==> config.mk <==
export PLATFORM = sky130hd
export DESIGN_NAME = rv32i_mmu
export DESIGN_NICKNAME = d
export VERILOG_FILES = /design/src/rtl/rv32i_mmu.sv
export SDC_FILE = /design/constraint.sdc
export NUM_CORES = 1
export LEC_CHECK = 0
export CORE_UTILIZATION = 40
export DETAILED_ROUTE_END_ITERATION = 8
export GPL_TIMING_DRIVEN = 0
export HOLD_SLACK_MARGIN = 0.03
export PLACE_DENSITY = 0.68
export SLEW_MARGIN = 20
export SYNTH_ARGS = -nofsm -noshare
export SYNTH_HDL_FRONTEND = slang
export SYNTH_SLANG_ARGS = --single-unit
==> constraint.sdc <==
create_clock -name clk -period 2.57 [get_ports clk]
set_input_delay 0.514 -clock clk [delete_from_list [all_inputs] [get_ports clk]]
set_output_delay 0.514 -clock clk [all_outputs]
set_load 0.01 [all_outputs]
==> src/rtl/rv32i_mmu.sv <==
// rv32i_mmu: address decode, byte-lane strobes and first MMIO peripherals
// (GPIO out/in, 64-bit cycle counter with compare, sticky status) between
// the RV32I multicycle core and system RAM.
module rv32i_mmu #(
  parameter int          RAM_L     = 65536,
  parameter int          GPIO_W    = 32,
  parameter logic [31:0] MMIO_BASE = 32'hF000_0000
) (
  input  logic                     clk,
  input  logic                     rst,
  input  logic                     ena,
  input  logic [31:0]              core_mem_addr,
  input  logic                     core_mem_wr_ena,
  input  logic [1:0]               core_mem_size,
  input  logic [31:0]              core_mem_wr_data,
  output logic [31:0]              core_mem_rd_data,
  output logic [$clog2(RAM_L)-1:0] ram_addr,
  output logic                     ram_wr_ena,
  output logic [3:0]               ram_wr_strb,
  output logic [31:0]              ram_wr_data,
  input  logic [31:0]              ram_rd_data,
  input  logic [GPIO_W-1:0]        gpio_in,
  output logic [GPIO_W-1:0]        gpio_out,
  output logic                     timer_irq
);

  localparam int          AW        = $clog2(RAM_L);
  localparam logic [32:0] RAM_BYTES = 33'(RAM_L) * 33'd4;

  localparam logic [13:0] IDX_GPIO_OUT  = 14'd0;
  localparam logic [13:0] IDX_GPIO_IN   = 14'd1;
  localparam logic [13:0] IDX_CYCLE_LO  = 14'd2;
  localparam logic [13:0] IDX_CYCLE_HI  = 14'd3;
  localparam logic [13:0] IDX_TIMER_CMP = 14'd4;
  localparam logic [13:0] IDX_STATUS    = 14'd5;

  logic              in_ram;
  logic              in_mmio;
  logic              unmapped;
  logic [13:0]       word_idx;
  logic [3:0]        strb;
  logic              misaligned;
  logic              commit;
  logic              mmio_wr;
  logic              reg_defined;
  logic              reg_ro;
  logic              fault;
  logic              timer_match;
  logic [1:0]        status_clr;
  logic [1:0]        status_set;
  logic [31:0]       gpio_out_word;
  logic [31:0]       gpio_in_word;
  logic [31:0]       gpio_merged;
  logic [31:0]       cmp_merged;
  logic [GPIO_W-1:0] sync1;
  logic [GPIO_W-1:0] sync2;
  logic [63:0]       cycle_cnt;
  logic [31:0]       timer_cmp;
  logic [1:0]        status;

  // Replace the byte lanes selected by s with the matching lanes of data.
  function automatic logic [31:0] merge_bytes(input logic [31:0] old,
                                              input logic [31:0] data,
                                              input logic [3:0]  s);
    logic [31:0] r;
    r = old;
    for (int i = 0; i < 4; i++) begin
      if (s[i]) r[8*i +: 8] = data[8*i +: 8];
    end
    return r;
  endfunction

  assign ram_addr    = core_mem_addr[AW+1:2];
  assign ram_wr_data = core_mem_wr_data;
  assign ram_wr_strb = strb;
  assign word_idx    = core_mem_addr[15:2];
  assign timer_irq   = status[0];

  // Region decode; RAM takes priority should the two windows ever overlap.
  always_comb begin
    in_ram      = ({1'b0, core_mem_addr} < RAM_BYTES);
    in_mmio     = !in_ram && (core_mem_addr[31:16] == MMIO_BASE[31:16]);
    unmapped    = !in_ram && !in_mmio;
    reg_defined = (word_idx <= IDX_STATUS);
    reg_ro      = (word_idx == IDX_GPIO_IN) || (word_idx == IDX_CYCLE_LO) ||
                  (word_idx == IDX_CYCLE_HI);
  end

  // Byte-lane strobes; an all-zero strobe marks a misaligned or reserved-size store.
  always_comb begin
    strb = 4'b0000;
    case (core_mem_size)
      2'd0: strb = 4'b0001 << core_mem_addr[1:0];
      2'd1: if (!core_mem_addr[0]) strb = 4'b0011 << core_mem_addr[1:0];
      2'd2: if (core_mem_addr[1:0] == 2'b00) strb = 4'b1111;
      default: strb = 4'b0000;
    endcase
    misaligned = (strb == 4'b0000);
  end

  // Commit qualification, fault detection and status set/clear terms.
  always_comb begin
    commit      = ena && core_mem_wr_ena && !misaligned;
    ram_wr_ena  = commit && in_ram;
    mmio_wr     = commit && in_mmio;
    fault       = ena && core_mem_wr_ena &&
                  (unmapped || misaligned || (in_mmio && (!reg_defined || reg_ro)));
    timer_match = ena && (timer_cmp != 32'd0) && (cycle_cnt[31:0] == timer_cmp);
    status_clr  = (mmio_wr && (word_idx == IDX_STATUS) && strb[0]) ?
                  core_mem_wr_data[1:0] : 2'b00;
    status_set  = {fault, timer_match};
  end

  // Zero-extend the narrow GPIO registers to bus width and prepare merges.
  always_comb begin
    gpio_out_word             = 32'd0;
    gpio_out_word[GPIO_W-1:0] = gpio_out;
    gpio_in_word              = 32'd0;
    gpio_in_word[GPIO_W-1:0]  = sync2;
    gpio_merged               = merge_bytes(gpio_out_word, core_mem_wr_data, strb);
    cmp_merged                = merge_bytes(timer_cmp, core_mem_wr_data, strb);
  end

  // Read mux: RAM data, MMIO register word, or zero when unmapped.
  always_comb begin
    core_mem_rd_data = 32'd0;
    if (in_ram) begin
      core_mem_rd_data = ram_rd_data;
    end else if (in_mmio) begin
      case (word_idx)
        IDX_GPIO_OUT:  core_mem_rd_data = gpio_out_word;
        IDX_GPIO_IN:   core_mem_rd_data = gpio_in_word;
        IDX_CYCLE_LO:  core_mem_rd_data = cycle_cnt[31:0];
        IDX_CYCLE_HI:  core_mem_rd_data = cycle_cnt[63:32];
        IDX_TIMER_CMP: core_mem_rd_data = timer_cmp;
        IDX_STATUS:    core_mem_rd_data = {30'd0, status};
        default:       core_mem_rd_data = 32'd0;
      endcase
    end
  end

  // Two-flop synchroniser for gpio_in; runs regardless of ena.
  always_ff @(posedge clk or negedge rst) begin
    if (!rst) begin
      sync1 <= '0;
      sync2 <= '0;
    end else begin
      sync1 <= gpio_in;
      sync2 <= sync1;
    end
  end

  // Peripheral state: counter, GPIO_OUT, TIMER_CMP and sticky STATUS, all frozen when ena is low.
  always_ff @(posedge clk or negedge rst) begin
    if (!rst) begin
      cycle_cnt <= 64'd0;
      gpio_out  <= '0;
      timer_cmp <= 32'd0;
      status    <= 2'b00;
    end else if (ena) begin
      cycle_cnt <= cycle_cnt + 64'd1;
      if (mmio_wr && (word_idx == IDX_GPIO_OUT))  gpio_out  <= gpio_merged[GPIO_W-1:0];
      if (mmio_wr && (word_idx == IDX_TIMER_CMP)) timer_cmp <= cmp_merged;
      status <= (status & ~status_clr) | status_set;
    end
  end

endmodule

-- After elaboration in Yosys (flattened, before gate mapping)
Index checks and enable logic that the tools add are counted.
- register bits after elaboration: 194
- bits in latches: 0
- RAM bits: 0
- bits in read-only memories: 0
- input bits: 134
- output and inout port bits: 118
- logic and storage cells: 72
- memories: 0
- $add $sub $neg: 1
- multiply operators: 0
- div/mod/pow operators: 0
- $lt $le $gt $ge: 2
- equality and inequality tests: 9
- shift-type cells: 2
- mux-type cells: 7
- bitwise operators: 3
- reductions and logical operators: 36
- operators with widths (operator ; number):
    32-bit case mux with 6 select lines ; 1
    64-bit by 1-bit adder with 64-bit output (second input constant) ; 1
    32-bit 2-to-1 mux ; 2
    32-bit == test ; 1
    32-bit by 19-bit < comparator with 1-bit output (second input constant) ; 1
    32-bit nonzero test ; 1
    14-bit by 2-bit == test with 1-bit output (second input constant) ; 2
    14-bit by 3-bit == test with 1-bit output (second input constant) ; 2
    3-bit AND reduction ; 8
    16-bit == test (second input constant) ; 1
    14-bit by 1-bit == test with 1-bit output (second input constant) ; 1
    14-bit by 3-bit less-or-equal comparator with 1-bit output (second input constant) ; 1
    1-bit logical AND ; 14
    14-bit logical NOT ; 1
    4-bit case mux with 3 select lines ; 1
    4-bit 2-to-1 mux ; 2
    1-bit logical OR ; 5
    1-bit logical NOT ; 4
    2-bit logical NOT ; 2
    4-bit logical NOT ; 1
    1-bit by 2-bit left shift with 4-bit output (first input constant) ; 1
    2-bit by 2-bit left shift with 4-bit output (first input constant) ; 1
    2-bit AND ; 1
    2-bit by 1-bit == test with 1-bit output (second input constant) ; 1
    4 further kinds ; 4

-- Logic depth before layout (Yosys ltp)
- word-level depth: 13
- gate-level depth with buffers: 7
- gate-level depth less buffers: 6

-- Worst setup path before layout
OpenSTA, ideal clock, no wires.
- path kind: input -> output
- start: in core_mem_addr[13]
- end: out core_mem_rd_data[20]
- data arrival time: 2.001 ns
- required time: 2.056 ns
- setup slack: 0.055 ns
- stages: 7
- path buffers: 2
- path through: nor4_2 -> and4_1 -> and2_1 -> clkbuf_1 -> clkbuf_1 -> a22oi_1 -> o221ai_1
- cells in the longest elaborated chain, start to end: 5
- elaborated cells between the ends (all ways): 12
- those cells by class: order compare (1); eq/ne (5); mux (3); reduce/logical (3)
- RTL lines (element ; line ; text):
    start, declared ; 12 ; input logic [31:0] core_mem_addr,
    32-bit by 19-bit < comparator with 1-bit output ; 81 ; in_ram = ({1'b0, core_mem_addr} < RAM_BYTES);
    1-bit logical NOT ; 82 ; in_mmio = !in_ram && (core_mem_addr[31:16] == MMIO_BASE[31:16]);
    1-bit logical AND ; 82 ;
    32-bit 2-to-1 mux ; 129 ; end else if (in_mmio) begin
    32-bit 2-to-1 mux (*) ; 127 ; if (in_ram) begin
    end, declared ; 16 ; output logic [31:0] core_mem_rd_data,
Mark *: on every way between the ends. The rest lies on a longest branch, timed or not.

-- Worst setup path after layout
- start: in core_mem_addr[10]
- end: out core_mem_rd_data[26]
Same word-level chain as after synthesis.

==> flow_metrics.env <==
export IMPL_end_kind="output port"
export IMPL_cp_arrival_ps=2190
export IMPL_grt_pass1_vias=7998
export IMPL_whs_endpoint="gpio_in_word[18]"
export IMPL_via_count=7781
export IMPL_hold_class="reg2reg"
export IMPL_syn_area_um2=9539
export IMPL_fmax_mhz=369.8
export IMPL_cts_tree="built"
export IMPL_crit_family="buffers and inverters"
export IMPL_synth_edf_count=0
export IMPL_nNetsFinal=1251
export IMPL_clk_pin_slew_ps=70
export IMPL_cp_data_required_time_ps=2060
export IMPL_p_sw_share_pct=26.47
export IMPL_dr_wl_met2_um=15550
export IMPL_yosysWarnings=0
export IMPL_num_rows=56
export IMPL_grt_overflow_total=0
export IMPL_multiInputGateArea_um2=4653
export IMPL_avgRoutedWirePerCell_um=21.67
export IMPL_p_total_mw=6.912
export IMPL_leakagePower_nw=6.479
export IMPL_ant_nets=0
export IMPL_reg2reg_to="cycle_cnt[63]"
export IMPL_critPathKind="in2out"
export IMPL_worst_slack_ps=-134.2
export IMPL_layout_worst_path_cycle_share_pct=105.2
export IMPL_die_h_um=156.4
export IMPL_hpwl_um=23080
export IMPL_powerDensity_nw_per_um2=489.4
export IMPL_start_util_pct=40.76
export IMPL_die_x_um=156.4
export IMPL_port_buffers=246
export IMPL_ys_types=51
export IMPL_drv_cap=0
export IMPL_status="finished, violations left"
export IMPL_ios=252
export IMPL_core_area_um2=23400
export IMPL_ys_seq_elements=194
export IMPL_hp_start="sync1[18]"
export IMPL_p_comb_share_pct=13.2
export IMPL_antenna_found_initial=1
export IMPL_hold_depth=0
export IMPL_synthCells=812
export IMPL_wl_met3_um=1572
export IMPL_nFillCells=1902
export IMPL_final_hold_viol_count=0
export IMPL_gp_congestion=0.8923
export IMPL_met1Wirelength_um=13170
export IMPL_regArea_um2=4858
export IMPL_pwr_share_seq_pct=46.9
export IMPL_clkPwrFrac_pct=39.9
export IMPL_syn_avg_cell_area_um2=11.75
export IMPL_track_usage_pct=26.17
export IMPL_cts_buffers_inserted=17
export IMPL_setup_tns_ps=-2199
export IMPL_first_iter_violations=578
export IMPL_drc_errors=0
export IMPL_ir_drop_mv=0.3707
export IMPL_p_int_mw=5.082
export IMPL_diodes=0
export IMPL_viasPerCell=5.374
export IMPL_timing_final_crit_period_ps=2704
export IMPL_clockBufferDepth=2
export IMPL_syn_nets=947
export IMPL_setup_violations=29
export IMPL_drt_total_wl_um=31380
export IMPL_path_buf_inv=5
export IMPL_worstRegToRegCells=8
export IMPL_violations="negative setup slack"
export IMPL_cts_sinks=194
export IMPL_place_area_um2=12460
export IMPL_slew_viol_final=0
export IMPL_ff2ff_setup_slack_ps=170
export IMPL_grt_max_degree=84
export IMPL_critPathLaunchType="input port"
export IMPL_layout_drive_gt1_share_pct=35.25
export IMPL_worst_pin_slew_ps=625.3
export IMPL_synthArstFlopShare_pct=100.0
export IMPL_fp_dieArea_um2=24470
export IMPL_crit_fanout=5
export IMPL_switchingPower_mw=1.830
export IMPL_clk_insertion_delay_late_ps=440
export IMPL_grt_pass1_wl_um=47180
export IMPL_htreeDepth=4
export IMPL_finalInstanceArea_um2=14120
export IMPL_synth_main_ff_cell="dfrtp_1"
export IMPL_syn2layout_area_growth_pct=48.05
export IMPL_cpMaxStageDelayCell="nor4_4"
export IMPL_critPathMaxStageDelay_ps=340
export IMPL_worst_r2r_startpoint="cycle_cnt[1]"
export IMPL_cts_root_buf="clkbuf_16"
export IMPL_top_layer_used="met5"
export IMPL_relSlewSlack_pct=58.00
export IMPL_drtPass1Iterations=5
export IMPL_seq_area_frac_synth_pct=50.89
export IMPL_path_cells="buf_8, nor4_4, nand4_1, buf_6, nor2_4, nand2_2, clkbuf_16, clkbuf_16, o221ai_4, buf_6"
export IMPL_skew_ps=11.62
export IMPL_rsz0062_at_grt="true"
## how the worst max path moves through the flow
stage,start,depth (start not counted),slack [ps],end
6_report,core_mem_addr[10],10,-130,core_mem_rd_data[26]
5_1_grt,core_mem_addr[10],10,-250,core_mem_rd_data[26]
4_1_cts,core_mem_addr[10],11,-160,core_mem_rd_data[15]
3_5_place_dp,core_mem_addr[13],9,-1670,core_mem_rd_data[14]
3_3_place_gp,rst,1,-7160,sync1[4]
2_1_floorplan,core_mem_addr[13],7,50,core_mem_rd_data[20]
## stage by stage
stage	setup slack, ps	hold WS (ps)	cells	util (%)
detailed placement	-1666	334.7	1379	53.25
floorplan	54.69	218.4	812	-
global route	-245.6	347.6	1448	60.35
global placement	-7164	332.3	1377	52.99
CTS	-162.3	337.7	1442	59.53
finish	-134.2	349.9	1448	60.35
## cells in the final DEF, fill, tap and decap left out, types with 7 or more instances in the layout
| cell type | count |
|---|---|
| a22oi_1 | 11 |
| a22oi_2 | 19 |
| buf_2 | 40 |
| buf_4 | 72 |
| buf_6 | 23 |
| buf_8 | 9 |
| clkbuf_16 | 24 |
| clkbuf_2 | 9 |
| clkdlybuf4s50_1 | 180 |
| dfrtp_1 | 191 |
| dlygate4sd2_1 | 7 |
| inv_1 | 10 |
| mux2_2 | 94 |
| mux2i_1 | 29 |
| nand2_1 | 59 |
| nand3_1 | 20 |
| nand4_1 | 24 |
| nor2_1 | 22 |
| nor3_1 | 19 |
| nor4_1 | 21 |
| nor4_4 | 7 |
| o221ai_2 | 20 |
| o221ai_4 | 9 |
| xnor2_1 | 35 |
| xor2_1 | 62 |
## state kept, by name, indices dropped and copies added (netlist names)
name and flops:
cycle_cnt 64, gpio_in_word 32, gpio_out 32, sync1 32, timer_cmp 32, status 2
## what timing repair did
action,4_1_cts,5_1_grt
hold buffers,1,0
hold endpoints to repair,38,0
gates resized for setup,393,50
setup endpoints to repair,84,63
cloned,11,0
pin swaps,47,32
setup buffers,20,8
## per-layer routing
metal | global-route usage [%] | up-vias
met5 | 0 | -
met4 | 12.23 | 2
met3 | 5.345 | 72
met2 | 42.71 | 276
met1 | 33.35 | 3920
li1 | - | 3511
## logic make-up (layout without fill, tap and decap cells)
group	Yosys count	after routing	synth area share (%)
AO/OA/AOI/OAI	76	76	6.257
XOR/XNOR	97	97	8.906
adder cells (fa/ha/maj)	1	1	0.1311
buffers and inverters	98	415	6.047
flip-flops	194	194	50.89
multiplexers	126	126	14.85
AND/OR/NAND/NOR	220	220	12.92
## power by group through the flow
stage          Combinational (mW)  Sequential [mW]  Clock (mW)
2_1_floorplan               0.354             3.28           0
3_3_place_gp                0.805             3.32           0
3_5_place_dp                0.827             3.32           0
4_1_cts                     0.900             3.24        2.80
5_1_grt                     0.977             3.25        2.93
6_report                    0.915             3.24        2.76
## final cells by class
type / count / share of cell area, %
inverters: 10 / 0.2658
well taps: 319 / 2.826
clock buffers: 18 / 3.110
clock inverters: 14 / 1.285
plain buffers: 87 / 5.502
multi-input cells: 520 / 32.95
flip-flops and latches: 194 / 34.40
repair buffers: 286 / 19.66
## synth_stat cells (22+ instances only)
library cell	count	area [µm²]
dfrtp_1	194	4855
mux2_2	94	1059
nand2_1	65	244.0
xor2_1	62	543.0
buf_4	49	367.9
xnor2_1	35	306.5
a22oi_1	30	225.2
mux2i_1	29	290.3
o221ai_1	29	254.0
nor2_1	27	101.4
nor4_1	25	156.4
nand4_1	24	150.1
clkbuf_1	22	82.58
Power figures use the tool's default switching activity.
